[src/rtl/if_id_stage.sv]
// Fetch stage and IF/ID pipeline register for the RV32 pipeline.
// Owns the PC, applies flush/stall/memory-wait priority and keeps saturating event counters.
module if_id_stage #(
  parameter logic [31:0] RESET_PC  = 32'h0000_0000,
  parameter logic [31:0] NOP_INSTR = 32'h0000_0013,
  parameter int          CNT_W     = 16
) (
  input  logic             clk,
  input  logic             reset,
  input  logic             LUHazard,
  input  logic             branch_taken,
  input  logic [31:0]      branch_target,
  output logic [31:0]      imem_addr,
  input  logic [31:0]      imem_rdata,
  input  logic             imem_ready,
  output logic [31:0]      IFID_PC,
  output logic [31:0]      IFID_Instr,
  output logic             IFID_Valid,
  output logic [4:0]       IFID_RegisterRs1,
  output logic [4:0]       IFID_RegisterRs2,
  output logic [CNT_W-1:0] stall_count,
  output logic [CNT_W-1:0] flush_count
);

  localparam logic [CNT_W-1:0] CNT_MAX = {CNT_W{1'b1}};

  logic [31:0] pcReg;
  logic        flushEvt;
  logic        stallEvt;
  logic        waitEvt;
  logic        advanceEvt;

  // Fixed priority: flush beats stall, stall beats memory wait.
  // NOTE: every signal assigned in always_comb gets a default first, so no path can infer a latch.
  always_comb begin
    flushEvt   = 1'b0;
    stallEvt   = 1'b0;
    waitEvt    = 1'b0;
    advanceEvt = 1'b0;
    if (branch_taken)     flushEvt   = 1'b1;
    else if (LUHazard)    stallEvt   = 1'b1;
    else if (!imem_ready) waitEvt    = 1'b1;
    else                  advanceEvt = 1'b1;
  end

  // NOTE: sequential state uses non-blocking assignments so every register sees pre-edge values.
  always_ff @(posedge clk) begin
    if (reset) begin
      pcReg      <= RESET_PC;
      IFID_PC    <= 32'h0;
      IFID_Instr <= NOP_INSTR;
      IFID_Valid <= 1'b0;
    end else if (flushEvt || waitEvt) begin
      if (flushEvt) pcReg <= branch_target;
      IFID_PC    <= 32'h0;
      IFID_Instr <= NOP_INSTR;
      IFID_Valid <= 1'b0;
    end else if (advanceEvt) begin
      pcReg      <= pcReg + 32'd4;
      IFID_PC    <= pcReg;
      IFID_Instr <= imem_rdata;
      IFID_Valid <= 1'b1;
    end
  end

  always_ff @(posedge clk) begin
    if (reset) begin
      stall_count <= '0;
      flush_count <= '0;
    end else begin
      if (stallEvt && stall_count != CNT_MAX) stall_count <= stall_count + 1'b1;
      if (flushEvt && flush_count != CNT_MAX) flush_count <= flush_count + 1'b1;
    end
  end

  assign imem_addr        = pcReg;
  assign IFID_RegisterRs1 = IFID_Instr[19:15];
  assign IFID_RegisterRs2 = IFID_Instr[24:20];

endmodule

[config.mk]
export PLATFORM = sky130hd
export DESIGN_NAME = if_id_stage
export DESIGN_NICKNAME = d
export VERILOG_FILES = /design/src/rtl/if_id_stage.sv
export SDC_FILE = /design/constraint.sdc
export NUM_CORES = 1
export LEC_CHECK = 0
export CAP_MARGIN = 20
export CORE_MARGIN = 2
export CORE_UTILIZATION = 45
export DETAILED_ROUTE_END_ITERATION = 12
export PLACE_DENSITY_LB_ADDON = 0.05
export SKIP_CTS_REPAIR_TIMING = 1
export SYNTH_ARGS = -nofsm -noshare
export SYNTH_HDL_FRONTEND = slang
export SYNTH_SLANG_ARGS = --single-unit
[constraint.sdc]
create_clock -name clk -period 2.95 [get_ports clk]
set_input_delay 0.59 -clock clk [delete_from_list [all_inputs] [get_ports clk]]
set_output_delay 0.59 -clock clk [all_outputs]
set_load 0.02 [all_outputs]
==> flow_summary.json <==
{
  "wl_per_cell_um": 16.2,
  "tightest_slew_ps": 690,
  "grt_max_degree": 50,
  "worst_slack_ps": 597,
  "dp_hpwl_um": 12600,
  "setup_viol": 0,
  "cp.required_ps": 3250,
  "finalSetupTns_ps": 0,
  "htree_num_levels": 4,
  "wl_um": 17700,
  "firstDrtPassIters": 5,
  "crit_path_start_kind": "flop",
  "cap_violations": 0,
  "cpMaxStageDelayCell": "or4_1",
  "synth_cell_type_count": 59,
  "synthesis.area_mm2": 0.00587,
  "ir_drop_uv": 306,
  "antenna_found_initial": 0,
  "cts_buffers": 17,
  "row_count": 41,
  "status": "completed",
  "drv_slew": 0,
  "syn_nets": 797,
  "r2r_start": "imem_addr[2]",
  "layout.nets": 982,
  "path_cells": "ha_1 -> nand4b_1 -> or4_1 -> or3_1 -> a2111oi_1",
  "hold_viol_final": 0,
  "fillCellCount": 1065,
  "finalClockSkew_ps": 8.65,
  "num_antenna_cells": 0,
  "place_inst": 1062,
  "layout_commonest_cell": "clkdlybuf4s50_1",
  "power_density_mw_per_mm2": 504,
  "overflow": 0,
  "fmax_mhz": 425,
  "root_buffer": "clkbuf_16",
  "worstPathArrival_ps": 2650,
  "ant_nets": 0,
  "min_path_type": "flop to flop",
  "avgViaCountPerCell": 5.59,
  "maxSlewHeadroom_pct": 53.6,
  "rsz0062_at_grt": "no",
  "cts_tree": "yes",
  "yosys_warnings": 0,
  "num_vias": 6108,
  "syn-mean-instance-area_um2": 8.09,
  "yosysSeqAreaShare_pct": 44.0,
  "io_buffer_count": 207,
  "synth_async_sr_flop_share_pct": 0,
  "leakage_uw": 0.00293,
  "finalWeightedCongestion": 0.862,
  "period_share_pct": 79.8,
  "synthCells": 725,
  "crit_path_max_incr_delay_ps": 560,
  "crit_start": "imem_addr[2]",
  "grt_first_pass_wirelength_um": 28300,
  "core_area_mm2": 0.0127,
  "clkSlewWorstSetupHoldPaths_ps": 50,
  "cts_sinks": 129,
  "worstHoldStart": "IFID_PC[26]",
  "die_y_um": 118,
  "worstSetupEndpointType": "flop",
  "drc": 0,
  "final_cell_mix": "206 x clkdlybuf4s50_1, 162 x nand2_1, 129 x dfxtp_1",
  "place_ws_ps": 252,
  "period_needed_ps": 2350,
  "crit_type": "flop to flop",
  "die-area_mm2": 0.0140,
  "track_usage_pct": 25.0,
  "ys_ff_latch": 129,
  "fin_cells": 1092,
  "multi_input_area_mm2": 0.00299,
  "die_w_um": 118,
  "grt_pass1_vias": 5579,
  "cts_buffer_depth": 2,
  "synth_edf_count": 0,
  "drt-initial-drc-count": 396,
  "seqCellArea_mm2": 0.00258,
  "synthFlopType": "dfxtp_1",
  "drive_above_1_share_pct": 7.50,
  "initial_utilization_pct": 46.3,
  "boundaryPins": 208,
  "crit_path_max_fanout": 7,
  "area_growth_pct": 47.2,
  "clock_latency_ps": 420
}
flip-flops by register name, indices dropped and copies added (netlist names):
name and flops:
IFID_Instr 32, IFID_PC 32, IFID_Valid 1, flush_count 16, imem_addr 32, stall_count 16
layout make-up:
| class | count | share of cell area, % |
|---|---|---|
| clock buffer | 24 | 5.81 |
| sequential | 129 | 29.9 |
| inverter | 11 | 0.478 |
| timing repair buffer | 226 | 25.8 |
| multi-input combinational | 525 | 34.6 |
| clock inverter | 5 | 0.898 |
| tap | 172 | 2.49 |
Yosys cell counts (all sizes together), types with 3 or more instances:
cell type	count	area [um^2]
and4	12	105
nor4	12	81.3
o21a	3	22.5
xnor2	7	61.3
nand4	17	113
nand2	163	612
o31ai	7	52.6
inv	11	41.3
and3	11	68.8
nor2b	17	106
or2	4	25.0
o311ai	4	35.0
a2111oi	5	45.0
a31oi	3	18.8
or4	9	71.3
a311oi	10	87.6
nor2	42	158
buf	17	110
mux2i	5	50.1
a211oi	16	120
ha	3	37.5
dfxtp	129	2580
nor3	11	55.1
xor2	3	26.3
o21ai	9	45.0
nand3	20	105
mux2	12	135
o41ai	8	70.1
a21oi	82	410
clkbuf	43	161
or3	6	37.5
per-layer routing:
metal  GRT usage (%)  vias to the layer above  share of wire (%)
met5               0                        -                  0
met4            9.26                        0                2.0
met3            8.59                       37                8.6
met2            39.6                      269                 45
met1            31.4                     2851                 44
li1                -                     2951                  -
worst max-delay path, delay by kind of cell (launching register included):
family / cells / cell delay (ps)
AND/OR/NAND/NOR: 3 / 1130
adder cells (fa/ha/maj): 1 / 290
AO/OA/AOI/OAI: 1 / 340
flip-flops: 1 / 470
metrics by stage:
| step | hold slack (ps) | util [%] | power, uW | area, um^2 |
|---|---|---|---|---|
| after global placement | 441 | 63.4 | 2310 | 8030 |
| after global routing | 465 | 68.2 | 4500 | 8640 |
| final | 453 | 68.2 | 4350 | 8640 |
| after detailed placement | 448 | 63.4 | 2320 | 8030 |
| after floorplan | 535 | - | 2080 | 5870 |
| after CTS | 455 | 67.9 | 4370 | 8610 |
logic make-up (layout without fill, tap and decap cells):
kind of cell | after synthesis | after routing | synth area share (%)
AOI/OAI and AO/OA | 157 | 157 | 17.1
xor gates and xnor gates | 10 | 10 | 1.49
buffers and inverters | 71 | 266 | 5.33
adders and majority gates | 3 | 3 | 0.640
DFF | 129 | 129 | 44.0
and+or+nand+nor | 338 | 338 | 28.2
muxes | 17 | 17 | 3.16
power by group:
group          internal, uW  switching [uW]  total [uW]
clock                  1340             723        2060
combinational           222             213         435
sequential             1790            69.0        1860
total                  3350            1010        4350
final timing paths:
check,to,cells past startpoint,slack (ps)
worst min register to register,IFID_PC[26],2,450
worst max register to register,imem_addr[24],5,600
worst max-delay path,imem_addr[24],5,600
worst min-delay path,IFID_PC[26],2,450
Power figures use the tool's default switching activity.
